## src/rtl/uart_ctrl.sv

```systemverilog
// uart_ctrl: Wishbone-slave UART with a programmable 16x-oversampling baud
// divider, TX/RX FIFOs, run-time parity / stop-bit selection, sticky error
// flags and a maskable level interrupt. Single clock domain.
//
// Ports:
//   clk, reset        system clock, synchronous active-high reset
//   rx_bit            serial input (asynchronous, idle 1)
//   tx_bit            serial output (idle 1, registered)
//   wb_addr           register select (0 TX, 1 RX, 2 DIV_LO, 3 DIV_HI,
//                     4 CTRL, 5 STATUS, 6-7 reserved)
//   wb_data_in        write data
//   wb_data_out       read data, valid while wb_ack = 1 (0x00 otherwise)
//   wb_we, wb_stb     write enable / access request
//   wb_ack            single-cycle acknowledge
//   irq               level interrupt
//
// DIV_WIDTH is expected to be in the range 9..16 so DIV_HI maps onto one byte.

module uart_fifo #(
  parameter int DEPTH = 16
) (
  input  logic       clk,
  input  logic       reset,
  input  logic       push,
  input  logic [7:0] wdata,
  input  logic       pop,
  output logic [7:0] rdata,
  output logic       full,
  output logic       empty
);
  localparam int AW = $clog2(DEPTH);
  localparam logic [AW:0] FULL_CNT = (AW+1)'(DEPTH);

  logic [7:0]    mem [DEPTH];
  logic [AW-1:0] wr_ptr, rd_ptr;
  logic [AW:0]   count;
  logic          do_push, do_pop;

  assign full    = (count == FULL_CNT);
  assign empty   = (count == '0);
  // A push on a full FIFO is dropped even when a pop happens in the same
  // cycle; a pop on an empty FIFO is a no-op and reads as 0x00.
  assign do_push = push & ~full;
  assign do_pop  = pop & ~empty;
  assign rdata   = empty ? 8'h00 : mem[rd_ptr];

  always_ff @(posedge clk) begin
    if (do_push) mem[wr_ptr] <= wdata;
  end

  always_ff @(posedge clk) begin
    if (reset) begin
      wr_ptr <= '0;
      rd_ptr <= '0;
      count  <= '0;
    end else begin
      if (do_push) wr_ptr <= wr_ptr + AW'(1);
      if (do_pop)  rd_ptr <= rd_ptr + AW'(1);
      case ({do_push, do_pop})
        2'b10:   count <= count + (AW+1)'(1);
        2'b01:   count <= count - (AW+1)'(1);
        default: count <= count;
      endcase
    end
  end
endmodule

module uart_ctrl #(
  parameter int DIV_RESET  = 78,
  parameter int DIV_WIDTH  = 16,
  parameter int FIFO_DEPTH = 16
) (
  input  logic       clk,
  input  logic       reset,
  input  logic       rx_bit,
  output logic       tx_bit,
  input  logic [2:0] wb_addr,
  input  logic [7:0] wb_data_in,
  output logic [7:0] wb_data_out,
  input  logic       wb_we,
  input  logic       wb_stb,
  output logic       wb_ack,
  output logic       irq
);
  typedef enum logic [2:0] {
    S_IDLE, S_START, S_DATA, S_PARITY, S_STOP
  } uart_state_t;

  // Bus handshake: wb_stb is the request (valid), !wb_ack is the ready.
  // A request is accepted in a cycle where wb_stb = 1 and wb_ack = 0; all
  // side effects (register write, FIFO push/pop) happen in that cycle and
  // wb_ack / wb_data_out are presented for exactly the following cycle.
  logic accept;
  assign accept = wb_stb & ~wb_ack;

  logic [DIV_WIDTH-1:0] div_q, baud_cnt, div_eff;
  logic [4:0]           ctrl_q;
  logic                 frame_err, parity_err, overrun;
  logic                 tick, div_wr;

  logic       tx_push, tx_pop, tx_full, tx_empty;
  logic [7:0] tx_rdata;
  logic       rx_push, rx_pop, rx_full, rx_empty;
  logic [7:0] rx_rdata;

  uart_state_t tx_state, rx_state;
  logic        tx_busy;
  logic [4:0]  tx_tcnt;
  logic [2:0]  tx_bidx;
  logic [7:0]  tx_shreg;
  logic        tx_par_bit, tx_par_en, tx_two_stop;

  logic [1:0]  rx_sync;
  logic        rx_s;
  logic [3:0]  rx_tcnt;
  logic [2:0]  rx_bidx;
  logic [7:0]  rx_shreg;
  logic        rx_par_en, rx_par_odd, rx_par_bad;

  logic [7:0]  status, rd_mux;

  // ---------------- baud tick ----------------
  assign div_eff = (div_q == '0) ? DIV_WIDTH'(1) : div_q;
  assign tick    = (baud_cnt == div_eff - DIV_WIDTH'(1));
  assign div_wr  = accept & wb_we & ((wb_addr == 3'd2) | (wb_addr == 3'd3));

  always_ff @(posedge clk) begin
    if (reset || div_wr) baud_cnt <= '0;
    else if (tick)       baud_cnt <= '0;
    else                 baud_cnt <= baud_cnt + DIV_WIDTH'(1);
  end

  // ---------------- FIFOs ----------------
  assign tx_push = accept & wb_we & (wb_addr == 3'd0);
  assign tx_pop  = (tx_state == S_IDLE) & tick & ~tx_empty;
  assign rx_pop  = accept & ~wb_we & (wb_addr == 3'd1);
  assign rx_push = (rx_state == S_STOP) & tick & (rx_tcnt == 4'd15);

  uart_fifo #(.DEPTH(FIFO_DEPTH)) u_tx_fifo (
    .clk(clk), .reset(reset), .push(tx_push), .wdata(wb_data_in),
    .pop(tx_pop), .rdata(tx_rdata), .full(tx_full), .empty(tx_empty)
  );

  uart_fifo #(.DEPTH(FIFO_DEPTH)) u_rx_fifo (
    .clk(clk), .reset(reset), .push(rx_push), .wdata(rx_shreg),
    .pop(rx_pop), .rdata(rx_rdata), .full(rx_full), .empty(rx_empty)
  );

  // ---------------- register file / bus ----------------
  assign tx_busy = (tx_state != S_IDLE);
  assign status  = {tx_busy, overrun, parity_err, frame_err,
                    rx_full, rx_empty, tx_empty, tx_full};

  always_comb begin
    rd_mux = 8'h00;
    case (wb_addr)
      3'd1:    rd_mux = rx_rdata;
      3'd2:    rd_mux = div_q[7:0];
      3'd3:    rd_mux = 8'(div_q >> 8);
      3'd4:    rd_mux = {3'b000, ctrl_q};
      3'd5:    rd_mux = status;
      default: rd_mux = 8'h00;
    endcase
  end

  always_ff @(posedge clk) begin
    if (reset) begin
      wb_ack      <= 1'b0;
      wb_data_out <= 8'h00;
      div_q       <= DIV_WIDTH'(DIV_RESET);
      ctrl_q      <= 5'd0;
    end else begin
      wb_ack      <= accept;
      wb_data_out <= (accept & ~wb_we) ? rd_mux : 8'h00;
      if (accept & wb_we) begin
        case (wb_addr)
          3'd2:    div_q[7:0]           <= wb_data_in;
          3'd3:    div_q[DIV_WIDTH-1:8] <= wb_data_in[DIV_WIDTH-9:0];
          3'd4:    ctrl_q               <= wb_data_in[4:0];
          default: ;
        endcase
      end
    end
  end

  // Sticky flags: a set event in the same cycle as a W1C write wins.
  logic w1c;
  assign w1c = accept & wb_we & (wb_addr == 3'd5);

  always_ff @(posedge clk) begin
    if (reset) begin
      frame_err  <= 1'b0;
      parity_err <= 1'b0;
      overrun    <= 1'b0;
    end else begin
      frame_err  <= (frame_err  & ~(w1c & wb_data_in[4])) | (rx_push & ~rx_s);
      parity_err <= (parity_err & ~(w1c & wb_data_in[5])) | (rx_push & rx_par_bad);
      overrun    <= (overrun    & ~(w1c & wb_data_in[6])) | (rx_push & rx_full);
    end
  end

  assign irq = (ctrl_q[3] & ~rx_empty) | (ctrl_q[4] & tx_empty & ~tx_busy);

  // ---------------- TX FSM ----------------
  // Frame settings are captured when the byte is popped so CTRL writes
  // during a frame only affect the next one.
  always_ff @(posedge clk) begin
    if (reset) begin
      tx_state    <= S_IDLE;
      tx_bit      <= 1'b1;
      tx_tcnt     <= 5'd0;
      tx_bidx     <= 3'd0;
      tx_shreg    <= 8'h00;
      tx_par_bit  <= 1'b0;
      tx_par_en   <= 1'b0;
      tx_two_stop <= 1'b0;
    end else begin
      case (tx_state)
        S_IDLE: begin
          tx_bit <= 1'b1;
          if (tx_pop) begin
            tx_shreg    <= tx_rdata;
            tx_par_bit  <= ctrl_q[1] ? ~^tx_rdata : ^tx_rdata;
            tx_par_en   <= ^ctrl_q[1:0];
            tx_two_stop <= ctrl_q[2];
            tx_tcnt     <= 5'd0;
            tx_bit      <= 1'b0;
            tx_state    <= S_START;
          end
        end
        S_START: if (tick) begin
          if (tx_tcnt == 5'd15) begin
            tx_tcnt  <= 5'd0;
            tx_bidx  <= 3'd0;
            tx_bit   <= tx_shreg[0];
            tx_state <= S_DATA;
          end else tx_tcnt <= tx_tcnt + 5'd1;
        end
        S_DATA: if (tick) begin
          if (tx_tcnt == 5'd15) begin
            tx_tcnt <= 5'd0;
            if (tx_bidx == 3'd7) begin
              if (tx_par_en) begin
                tx_bit   <= tx_par_bit;
                tx_state <= S_PARITY;
              end else begin
                tx_bit   <= 1'b1;
                tx_state <= S_STOP;
              end
            end else begin
              tx_bidx  <= tx_bidx + 3'd1;
              tx_shreg <= {1'b0, tx_shreg[7:1]};
              tx_bit   <= tx_shreg[1];
            end
          end else tx_tcnt <= tx_tcnt + 5'd1;
        end
        S_PARITY: if (tick) begin
          if (tx_tcnt == 5'd15) begin
            tx_tcnt  <= 5'd0;
            tx_bit   <= 1'b1;
            tx_state <= S_STOP;
          end else tx_tcnt <= tx_tcnt + 5'd1;
        end
        S_STOP: if (tick) begin
          if (tx_tcnt == (tx_two_stop ? 5'd31 : 5'd15)) begin
            tx_tcnt  <= 5'd0;
            tx_state <= S_IDLE;
          end else tx_tcnt <= tx_tcnt + 5'd1;
        end
        default: begin
          tx_bit   <= 1'b1;
          tx_state <= S_IDLE;
        end
      endcase
    end
  end

  // ---------------- RX path ----------------
  always_ff @(posedge clk) begin
    if (reset) rx_sync <= 2'b11;
    else       rx_sync <= {rx_sync[0], rx_bit};
  end
  assign rx_s = rx_sync[1];

  // Start is confirmed 8 ticks after detection (mid start bit); every later
  // sample is 16 ticks after the previous one. Only the first stop bit is
  // sampled, after which the FSM is ready for the next start edge.
  always_ff @(posedge clk) begin
    if (reset) begin
      rx_state   <= S_IDLE;
      rx_tcnt    <= 4'd0;
      rx_bidx    <= 3'd0;
      rx_shreg   <= 8'h00;
      rx_par_en  <= 1'b0;
      rx_par_odd <= 1'b0;
      rx_par_bad <= 1'b0;
    end else begin
      case (rx_state)
        S_IDLE: if (tick && !rx_s) begin
          rx_tcnt    <= 4'd0;
          rx_par_en  <= ^ctrl_q[1:0];
          rx_par_odd <= ctrl_q[1];
          rx_par_bad <= 1'b0;
          rx_state   <= S_START;
        end
        S_START: if (tick) begin
          if (rx_tcnt == 4'd7) begin
            rx_tcnt  <= 4'd0;
            rx_bidx  <= 3'd0;
            rx_state <= rx_s ? S_IDLE : S_DATA;
          end else rx_tcnt <= rx_tcnt + 4'd1;
        end
        S_DATA: if (tick) begin
          rx_tcnt <= rx_tcnt + 4'd1;
          if (rx_tcnt == 4'd15) begin
            rx_shreg <= {rx_s, rx_shreg[7:1]};
            if (rx_bidx == 3'd7) rx_state <= rx_par_en ? S_PARITY : S_STOP;
            else                 rx_bidx  <= rx_bidx + 3'd1;
          end
        end
        S_PARITY: if (tick) begin
          rx_tcnt <= rx_tcnt + 4'd1;
          if (rx_tcnt == 4'd15) begin
            rx_par_bad <= rx_s != (rx_par_odd ? ~^rx_shreg : ^rx_shreg);
            rx_state   <= S_STOP;
          end
        end
        S_STOP: if (tick) begin
          rx_tcnt <= rx_tcnt + 4'd1;
          if (rx_tcnt == 4'd15) rx_state <= S_IDLE;
        end
        default: rx_state <= S_IDLE;
      endcase
    end
  end
endmodule

```

## config.mk

```make
export PLATFORM = sky130hd
export DESIGN_NAME = uart_ctrl
export DESIGN_NICKNAME = d
export VERILOG_FILES = /design/src/rtl/uart_ctrl.sv
export SDC_FILE = /design/constraint.sdc
export NUM_CORES = 1
export LEC_CHECK = 0
export CORE_ASPECT_RATIO = 0.7
export CORE_MARGIN = 2
export CORE_UTILIZATION = 35
export CTS_CLUSTER_DIAMETER = 200
export CTS_CLUSTER_SIZE = 14
export DETAILED_ROUTE_END_ITERATION = 7
export GPL_TIMING_DRIVEN = 0
export MAX_ROUTING_LAYER = met4
export PLACE_DENSITY = 0.61
export SLEW_MARGIN = 10
export SYNTH_ARGS = -nofsm -noshare
export SYNTH_HDL_FRONTEND = slang
export SYNTH_SLANG_ARGS = --single-unit
export TNS_END_PERCENT = 10
```

## constraint.sdc

```tcl
create_clock -name clk -period 6.3 [get_ports clk]
set_input_delay 1.89 -clock clk [delete_from_list [all_inputs] [get_ports clk]]
set_output_delay 1.89 -clock clk [all_outputs]
set_load 0.1 [all_outputs]
```

==> results of run 1 <==
[layer usage]
layer  vias up  track usage
met5         -            -
met4         0       0.0333
met3        53       0.0332
met2       384        0.228
met1      5495        0.255
li1       4963            -
[cells by family (layout without fill, tap and decap cells)]
| logic type | Yosys count | count (layout) | synth area share |
|---|---|---|---|
| buffers and inverters | 99 | 183 | 0.0249 |
| and+or+nand+nor | 385 | 385 | 0.118 |
| adders and majority gates | 29 | 29 | 0.0219 |
| AOI/OAI and AO/OA | 192 | 192 | 0.0749 |
| DFF | 385 | 385 | 0.607 |
| muxes | 118 | 118 | 0.118 |
| xor gates and xnor gates | 66 | 66 | 0.0358 |
[placed cells by master (no fill, tap or decap), types with 7 or more instances in the layout]
cell,synthesis,final
nor2b_1,13,13
ha_1,28,28
a211oi_1,14,14
or3_1,10,10
dfxtp_1,129,129
nor2_1,119,119
nand3_1,33,33
mux4_2,64,64
nor4_1,10,7
o31ai_1,10,10
o21ai_0,21,21
clkdlybuf4s50_1,0,24
nand2b_1,9,9
clkbuf_16,0,31
inv_1,40,40
buf_4,4,9
a31oi_1,11,11
nand2_1,79,79
clkbuf_1,39,61
edfxtp_1,256,256
a21oi_1,69,69
xor2_1,30,30
a22oi_1,16,16
nand4_1,10,10
nor3_1,22,18
and3_1,27,27
a221oi_1,13,13
mux2i_1,50,50
or4_1,12,12
xnor2_1,34,34
[final timing paths]
kind | slack (ns) | cells after the start | endpoint | startpoint
setup / recovery | 0.34 | 23 | u_rx_fifo.count[4] | div_q[11]
hold / removal | 0.41 | 1 | rx_sync[1] | rx_sync[0]
setup reg to reg | 0.34 | 23 | u_rx_fifo.count[4] | div_q[11]
hold reg to reg | 0.41 | 1 | rx_sync[1] | rx_sync[0]
[stage by stage]
step	hold slack, ns	cells
floorplan	0.389	1274
global placement	0.392	1919
detailed placement	0.398	1924
CTS	0.415	1979
global route	0.434	1979
finish	0.412	1979
[sequential cells by signal (all words and copies together), names as in the netlist, 4 cells and up, named ones only]
name,flops
baud_cnt,16
ctrl_q,5
div_q,16
rx_shreg,8
rx_tcnt,4
tx_shreg,8
tx_tcnt,5
u_rx_fifo.count,5
u_rx_fifo.mem,128
u_rx_fifo.rd_ptr,4
u_rx_fifo.wr_ptr,4
u_tx_fifo.count,5
u_tx_fifo.mem,128
u_tx_fifo.rd_ptr,4
u_tx_fifo.wr_ptr,4
wb_data_out,8
[layout make-up]
| cell class | count | area [µm²] |
|---|---|---|
| well taps | 621 | 777 |
| plain buffers | 59 | 272 |
| multi-input cells | 790 | 6270 |
| flip-flops and latches | 385 | 10300 |
| fillers | 4448 | 28900 |
| clock inverters | 2 | 17.5 |
| clock buffers | 53 | 858 |
| repair buffers | 29 | 278 |
| inverters | 40 | 150 |
[power by group]
| group | leakage [nW] | internal, mW | switching [mW] |
|---|---|---|---|
| sequential | 3.38 | 2.68 | 0.00879 |
| combinational | 2.22 | 0.0368 | 0.0903 |
| clock | 0.417 | 0.920 | 0.881 |
| total | 6.01 | 3.64 | 0.980 |
[timing repair]
| item | 4_1_cts | 5_1_grt |
|---|---|---|
| hold buffers | 0 | 0 |
| hold endpoints to repair | 0 | 0 |
| gates resized for setup | 0 | 2 |
| setup endpoints to repair | 0 | 4 |
| setup buffers | 0 | 0 |
==> results.ini, run 1 <==
[timing]
worst_slack_ns=0.340
hold_violations=0
slew_violations=0
fin_crit_ns=5.96
maxClockFrequency_mhz=168
tns_ns=0
setup_viol=0
slew_headroom=0.310
skew_ns=0.0277
tightest_slew_ns=1.03
fin_crit_sh=0.946

[placement]
place_ws_ns=0.0566
place_congestion=0.885
placed_area_um2=18000
io_buffers=24
hpwl_um=28700

[clock_tree]
cts-root-buf=clkbuf_16
cts_max_level=1
cts.clk_slew.worst_paths_ns=0.07
clock_sinks=385
cts_made_buffers=31
insertion_delay_ns=0.60
clock_path_buffers=3
cts_tree=yes

[route]
vias=10900
dr.max_layer_used=met4
detail-route-antenna-nets=0
met3_length_um=3220
met2_length_um=17200
wl_per_cell_um=20.7
drtIter0Drc=1431
viasPerCell=5.51
wl_met1_um=19900
routed_wirelength_um=41000
drtPass1Iterations=6
drc=0

[run]
maxCapViolations=0

[global_route]
grt_pass1_vias=10200
grtUsageTotal=0.167
grt_pass1_wl_um=62500
grt_antenna_before_repair=0
overflow=0
grt_max_degree=21

[yosys]
synth_edf_count=256
synth-seq-cells=385
synth_area_um2=16900
yosysMostFrequentCell=edfxtp_1
yosysSeqAreaShare=0.607
yosysWarnings=0
syn_area_per_cell_um2=13.3
synth_top_cell_area_share=0.454
synth_common_cells=edfxtp_1 (256), dfxtp_1 (129), nor2_1 (119)
synth_cells=1274
postSynthNetCount=1319
yosys.area.top_type=edfxtp_1
synthTopCellsByArea=edfxtp_1 (45%), dfxtp_1 (15%), mux4_2 (8.5%)
async_reset_ff_frac=0
yosysUniqueCellTypes=70
synth_ff_type=edfxtp_1

[floorplanning]
rows=67
ios=27
initial_core_util=0.354
die-height_um=188
core_area_um2=47800
die_w_um=267
dieArea_um2=50100

[critical_path]
cp_max_fo=10
cp.required_ns=6.77
cp_top_family=simple AND/OR/NAND/NOR gates
cp_common_cell=ha_1
end_kind=register
slowest_delay_ns=0.73
start_kind=register
worst_ep_arrival_time_ns=6.43
path_cells=nor3_1, and3_1, a31oi_1, ha_1, nor3b_4, nand2_1, nor3_1, o21ai_0, or4_1, nor4_4, and3_1, buf_2, buf_4, inv_1, ha_1, clkbuf_1, xor2_1, ha_1, a21oi_1, a32oi_1, a21oi_1, xnor2_1, nor2_1
critPathBufInv=4
crit_type=register to register
cp_slowest_cell=or4_1

[power_and_ir_drop]
p_leak_nw=6.01
fin_total_pwr_mw=4.62
ir_drop_mv=0.214
powerDensity_nw_per_um2=244

[final_layout]
finish.net_count=1381
area_growth_pct=11.7
fin_area_um2=18900
num_antenna_cells=0
final_util=0.395
drive_gt1_frac=0.108

[status]
status=finished clean

[hold_path]
hold_class=register to register

Note: power is estimated with default switching activity, not from simulation.
==> run 2, diff against run 1 <==
- SETUP_SLACK_MARGIN: default -> 0.15
==> results.ini, run 2 (synthesis results as in run 1) <==
[clock_tree]
cts_tree=yes  ; unchanged
ctsHoldBuffers=0  ; unchanged
cts_max_level=1  ; unchanged
clock_sinks=385  ; unchanged
cts.clk_slew.worst_paths_ns=0.07  ; about the same
cts-root-buf=clkbuf_16  ; unchanged
cts_made_buffers=31  ; unchanged
insertion_delay_ns=0.60  ; about the same
clock_path_buffers=3  ; unchanged

[power_and_ir_drop]
fin_total_pwr_mw=4.62  ; about the same
combPwrFrac=0.028  ; about the same
ir_drop_mv=0.214  ; about the same
clkPwrFrac=0.391  ; was 0.390
power_frac_seq=0.582  ; about the same
p_switching_uw=983  ; was 980 µW
powerDensity_nw_per_um2=244  ; about the same
intPower_mw=3.64  ; about the same
p_leak_nw=6.02  ; was 6.01 nW
netSwitchingFraction=0.213  ; was 0.212

[global_route]
grt_pass1_wl_um=62500  ; about the same
grt_max_degree=21  ; unchanged
grt_antenna_before_repair=0  ; unchanged
overflow=0  ; unchanged
grtUsageTotal=0.167  ; unchanged
grt_pass1_vias=10200  ; about the same

[placement]
hpwl_um=28700  ; unchanged
place_ws_ns=0.0566  ; unchanged
io_buffers=24  ; unchanged
place_congestion=0.885  ; unchanged
place_inst=1924  ; unchanged
placed_area_um2=18000  ; unchanged

[critical_path]
cp_max_fo=4  ; was 10
path_cells=nor4_2, nand2b_1, o32ai_1, clkdlybuf4s50_1  ; was nor3_1, and3_1, a31oi_1, ha_1, nor3b_4, nand2_1, nor3_1, o21ai_0, or4_1, nor4_4, and3_1, buf_2, buf_4, inv_1, ha_1, clkbuf_1, xor2_1, ha_1, a21oi_1, a32oi_1, a21oi_1, xnor2_1, nor2_1
cp_slowest_cell=clkdlybuf4s50_1  ; was or4_1
worst_ep_arrival_time_ns=3.88  ; was 6.43 ns
cp.required_ns=4.41  ; was 6.77 ns
cp_top_family=buffers and inverters  ; was simple AND/OR/NAND/NOR gates
reg2reg_slack_ns=0.55  ; was 0.34 ns
r2r_start=div_q[0]  ; was div_q[11]
critPathBufInv=1  ; was 4
end_kind=output pin  ; was register
slowest_delay_ns=1.27  ; was 0.73 ns
cp-endpoint=irq  ; was u_rx_fifo.count[4]
start_kind=register  ; unchanged
crit_type=register to output pin  ; was register to register
cp_num_cells=4  ; was 23
cp-startpoint=u_tx_fifo.count[0]  ; was div_q[11]
r2r_end=u_rx_fifo.count[4]  ; unchanged
r2r_cells=22  ; was 23

[route]
routed_wirelength_um=41000  ; about the same
wl_per_cell_um=20.7  ; about the same
vias=10900  ; about the same
drtPass1Iterations=8  ; was 6
drc=0  ; unchanged
viasPerCell=5.48  ; was 5.51
detail-route-antenna-nets=0  ; unchanged
drtIter0Drc=1481  ; was 1431

[timing]
fin_crit_ns=5.77  ; was 5.96 ns
holdWs_ns=0.411  ; was 0.412 ns
maxClockFrequency_mhz=173  ; was 168 MHz
tns_ns=0  ; unchanged
fin_crit_sh=0.916  ; was 0.946
setup_viol=0  ; unchanged
rsz0062_at_grt=no
tightest_slew_ns=1.04  ; was 1.03 ns
slew_violations=0  ; unchanged
hold_violations=0  ; unchanged
skew_ns=0.0279  ; was 0.0277 ns
worst_slack_ns=0.526  ; was 0.340 ns
slew_headroom=0.301  ; was 0.310

[floorplanning]
rows=67  ; unchanged
die-height_um=188  ; unchanged
die_w_um=267  ; unchanged
core_area_um2=47800  ; unchanged
dieArea_um2=50100  ; unchanged
initial_core_util=0.354  ; unchanged
ios=27  ; unchanged

[final_layout]
drive_gt1_frac=0.111  ; was 0.108
reg_top3=u_rx_fifo.mem (128), u_tx_fifo.mem (128)  ; unchanged
finish.net_count=1382  ; was 1381
area_growth_pct=11.8  ; was 11.7%
layout_commonest_cell=edfxtp_1  ; unchanged
final_util=0.396  ; was 0.395
final_cell_mix=edfxtp_1 (256), dfxtp_1 (127), nor2_1 (119), nand2_1 (79), a21oi_1 (69)  ; was edfxtp_1 (256), dfxtp_1 (129), nor2_1 (119), nand2_1 (79), a21oi_1 (69)
fin_area_um2=18900  ; about the same
num_antenna_cells=0  ; unchanged
stdcell_count=1980  ; was 1979

[hold_path]
hold_class=register to register  ; unchanged

[status]
status=finished clean  ; unchanged

[run]
maxCapViolations=0  ; unchanged

[run 2: cell count changes in the layout (fill, tap and decap cells not counted), sizes merged]
cell / change
buf: +1
[run 2: per-layer routing]
metal / part of all wire / track usage
met1: 0.48 / 0.255
met2: 0.42 / 0.228
met3: 0.082 / 0.0336
met4: 0.017 / 0.0337
met5: 0 / -
[run 2: cell type report]
cell class / instances / area [µm²]
flip-flops and latches: 385 / 10300
clock inverters: 2 / 17.5
plain buffers: 59 / 272
repair buffers: 30 / 285
inverters: 40 / 150
multi-input cells: 790 / 6280
fillers: 4447 / 28900
clock buffers: 53 / 858
well taps: 621 / 777
[run 2: power by group through the flow]
stage | logic, mW | clock network (mW) | registers [mW]
floorplan | 0.0641 | 0 | 2.75
global route | 0.138 | 1.94 | 2.69
finish | 0.127 | 1.80 | 2.69
CTS | 0.126 | 1.84 | 2.69
global placement | 0.123 | 0 | 2.74
detailed placement | 0.126 | 0 | 2.74
[run 2: worst min path at each step]
| stage | start | to | slack (ns) | depth (start not counted) |
|---|---|---|---|---|
| after detailed placement | rx_sync[0] | rx_sync[1] | 0.40 | 1 |
| final | rx_sync[0] | rx_sync[1] | 0.41 | 1 |
| after global placement | rx_sync[0] | rx_sync[1] | 0.39 | 1 |
| after floorplan | rx_sync[0] | rx_sync[1] | 0.39 | 1 |
| after global routing | rx_sync[0] | rx_sync[1] | 0.43 | 1 |
| after CTS | rx_sync[0] | rx_sync[1] | 0.41 | 1 |
[run 2: what timing repair did]
action                                  CTS  global route
hold endpoints to repair                  0             0
setup buffers                             0             1
gates resized for setup                   1             4
endpoints found under the setup margin    3             3
pin swaps                                 0             1
[run 2: worst reg2reg max path, delay by kind of cell, from the launching register on]
kind / cells / cell delay (ns)
flops: 1 / 0.38
xor+xnor: 2 / 0.32
fa+ha+maj: 3 / 0.70
compound gates: 6 / 1.26
simple gates: 7 / 2.39
buf+inv: 4 / 0.59
==> run 3, diff against run 2 <==
- CORE_UTILIZATION: 35 -> 45
- PLACE_DENSITY: 0.61 -> 0.72
==> results.ini, run 3 (synthesis results as in run 1) <==
[status]
status=finished clean  ; unchanged

[timing]
setup_viol=0  ; unchanged
fin_crit_sh=0.910  ; was 0.916
skew_ns=0.0222  ; was 0.0279 ns
hold_violations=0  ; unchanged
maxClockFrequency_mhz=174  ; was 173 MHz
rsz0062_at_grt=no  ; unchanged
fin_crit_ns=5.73  ; was 5.77 ns
slew_violations=0  ; unchanged
tightest_slew_ns=1.17  ; was 1.04 ns
slew_headroom=0.219  ; was 0.301
holdWs_ns=0.407  ; was 0.411 ns
tns_ns=0  ; unchanged

[critical_path]
cp.required_ns=6.75  ; was 4.41 ns
crit_type=register to register  ; was register to output pin
critPathBufInv=4  ; was 1
cp_slowest_cell=or4_1  ; was clkdlybuf4s50_1
cp_num_cells=24  ; was 4
r2r_cells=24  ; was 22
path_cells=nor3_1, and3_1, a31oi_1, ha_1, nor3b_4, nand2_1, nor3_1, o21ai_0, or4_1, nor4_4, and3_1, buf_2, buf_4, inv_1, ha_1, clkbuf_1, xor2_1, ha_1, a21oi_1, nor3b_1, o21ai_0, a21oi_1, xnor2_1, nor2_1  ; was nor4_2, nand2b_1, o32ai_1, clkdlybuf4s50_1
cp_top_family=simple AND/OR/NAND/NOR gates  ; was buffers and inverters
worst_ep_arrival_time_ns=6.18  ; was 3.88 ns
cp_common_cell=ha_1
end_kind=register  ; was output pin
start_kind=register  ; unchanged
cp_max_fo=10  ; was 4
slowest_delay_ns=0.70  ; was 1.27 ns

[final_layout]
layout_commonest_cell=edfxtp_1  ; unchanged
filler_cell_count=3089  ; was 4447
ff_latch_area_um2=10300  ; about the same
multiInputGateArea_um2=6270  ; was 6280 µm²
reg_top3=u_rx_fifo.mem (128), u_tx_fifo.mem (128)  ; unchanged
num_antenna_cells=0  ; unchanged
area_growth_pct=10.7  ; was 11.8%
drive_gt1_frac=0.107  ; was 0.111
finish.net_count=1380  ; was 1382
final_cell_mix=edfxtp_1 (256), dfxtp_1 (129), nor2_1 (119), nand2_1 (79), a21oi_1 (69)  ; was edfxtp_1 (256), dfxtp_1 (127), nor2_1 (119), nand2_1 (79), a21oi_1 (69)

[global_route]
grt_pass1_wl_um=62300  ; was 62500 µm
overflow=0  ; unchanged
grt_pass1_vias=10500  ; was 10200
grt_antenna_before_repair=0  ; unchanged
grt_max_degree=21  ; unchanged
grtUsageTotal=0.212  ; was 0.167

[floorplanning]
die_w_um=236  ; was 267 µm
rows=59  ; was 67
initial_core_util=0.456  ; was 0.354
core_area_um2=37100  ; was 47800 µm²
dieArea_um2=39200  ; was 50100 µm²
die-height_um=166  ; was 188 µm
ios=27  ; unchanged

[clock_tree]
insertion_delay_ns=0.58  ; was 0.60 ns
ctsHoldBuffers=0  ; unchanged
cts-root-buf=clkbuf_16  ; unchanged
cts_max_level=1  ; unchanged
cts_made_buffers=31  ; unchanged
clock_sinks=385  ; unchanged
cts.clk_slew.worst_paths_ns=0.07  ; about the same
cts_tree=yes  ; unchanged
clock_path_buffers=3  ; unchanged

[power_and_ir_drop]
p_switching_uw=965  ; was 983 µW
clkPwrFrac=0.388  ; was 0.391
combPwrFrac=0.028  ; about the same
powerDensity_nw_per_um2=246  ; was 244 nW/µm²
intPower_mw=3.64  ; about the same
power_frac_seq=0.584  ; was 0.582
fin_total_pwr_mw=4.60  ; was 4.62 mW
ir_drop_mv=0.216  ; was 0.214 mV
netSwitchingFraction=0.210  ; was 0.213
p_leak_nw=6.01  ; was 6.02 nW

[route]
wl_per_cell_um=22.0  ; was 20.7 µm
vias=11100  ; was 10900
drtPass1Iterations=6  ; was 8
viasPerCell=6.03  ; was 5.48
routed_wirelength_um=40600  ; was 41000 µm
drtIter0Drc=1407  ; was 1481
drc=0  ; unchanged
detail-route-antenna-nets=0  ; unchanged

[placement]
place_congestion=0.927  ; was 0.885
hpwl_um=28200  ; was 28700 µm
io_buffers=24  ; unchanged

[hold_path]
hold_class=register to register  ; unchanged
whs_path_depth=1  ; unchanged

[run]
maxCapViolations=0  ; unchanged

## run 3: changes by cell type in the layout (fill, tap and decap cells not counted), sizes merged
| cell | previous run | this run |
|---|---|---|
| buf | 25 | 23 |
| clkbuf | 92 | 93 |
## run 3: layout make-up
class / count / share of cell area
well taps: 488 / 0.0326
flip-flops and latches: 385 / 0.549
repair buffers: 28 / 0.0144
plain buffers: 59 / 0.0145
multi-input cells: 790 / 0.335
clock inverters: 2 / 0.000936
clock buffers: 54 / 0.0460
inverters: 40 / 0.00802
## run 3: metal layers
layer | part of all wire | vias to the layer above | GRT usage | wire length [µm]
met1 | 0.46 | 5498 | 0.324 | 18600
met4 | 0.020 | 0 | 0.0451 | 813
met5 | 0 | - | - | 0
li1 | - | 4977 | - | -
met2 | 0.42 | 587 | 0.289 | 17000
met3 | 0.10 | 61 | 0.0445 | 4170
## run 3: power groups by stage
stage                     clock (mW)  combinational [mW]  sequential (mW)
after floorplan                    0              0.0641             2.75
after global placement             0               0.121             2.74
after detailed placement           0               0.125             2.74
after CTS                       1.82               0.125             2.69
after global routing            1.92               0.137             2.69
final                           1.79               0.128             2.69
## run 3: metrics by stage
| step | worst slack [ns] | util | instances | instance area (µm²) |
|---|---|---|---|---|
| 2_1_floorplan | 1.19 | - | 1274 | 16900 |
| 3_3_place_gp | 0.185 | 0.478 | 1786 | 17800 |
| 3_5_place_dp | 0.211 | 0.480 | 1788 | 17800 |
| 4_1_cts | 0.151 | 0.503 | 1844 | 18700 |
| 5_1_grt | 0.208 | 0.504 | 1846 | 18700 |
| 6_report | 0.567 | 0.504 | 1846 | 18700 |
## run 3: path summary, 6_finish.rpt
kind | from | slack, ns | to
max reg2reg | div_q[11] | 0.57 | u_rx_fifo.count[4]
min reg2reg | rx_sync[0] | 0.41 | rx_sync[1]
max | div_q[11] | 0.57 | u_rx_fifo.count[4]
min | rx_sync[0] | 0.41 | rx_sync[1]
## run 3: repair_timing
| item | in CTS | in global routing |
|---|---|---|
| gates resized for setup | 0 | 2 |
| buffers inserted | 0 | 2 |
| endpoints found under the setup margin | 0 | 4 |
## run 3: worst register-to-register path, stage by stage, from the launching register on
cell	delay, ns
dfxtp_1	0.52
nor3_1	0.16
and3_1	0.24
a31oi_1	0.30
ha_1	0.24
nor3b_4	0.32
nand2_1	0.12
nor3_1	0.19
o21ai_0	0.20
or4_1	0.70
nor4_4	0.45
and3_1	0.20
buf_2	0.15
buf_4	0.16
inv_1	0.09
ha_1	0.19
clkbuf_1	0.17
xor2_1	0.17
ha_1	0.21
a21oi_1	0.27
nor3b_1	0.09
o21ai_0	0.16
a21oi_1	0.11
xnor2_1	0.15
nor2_1	0.05
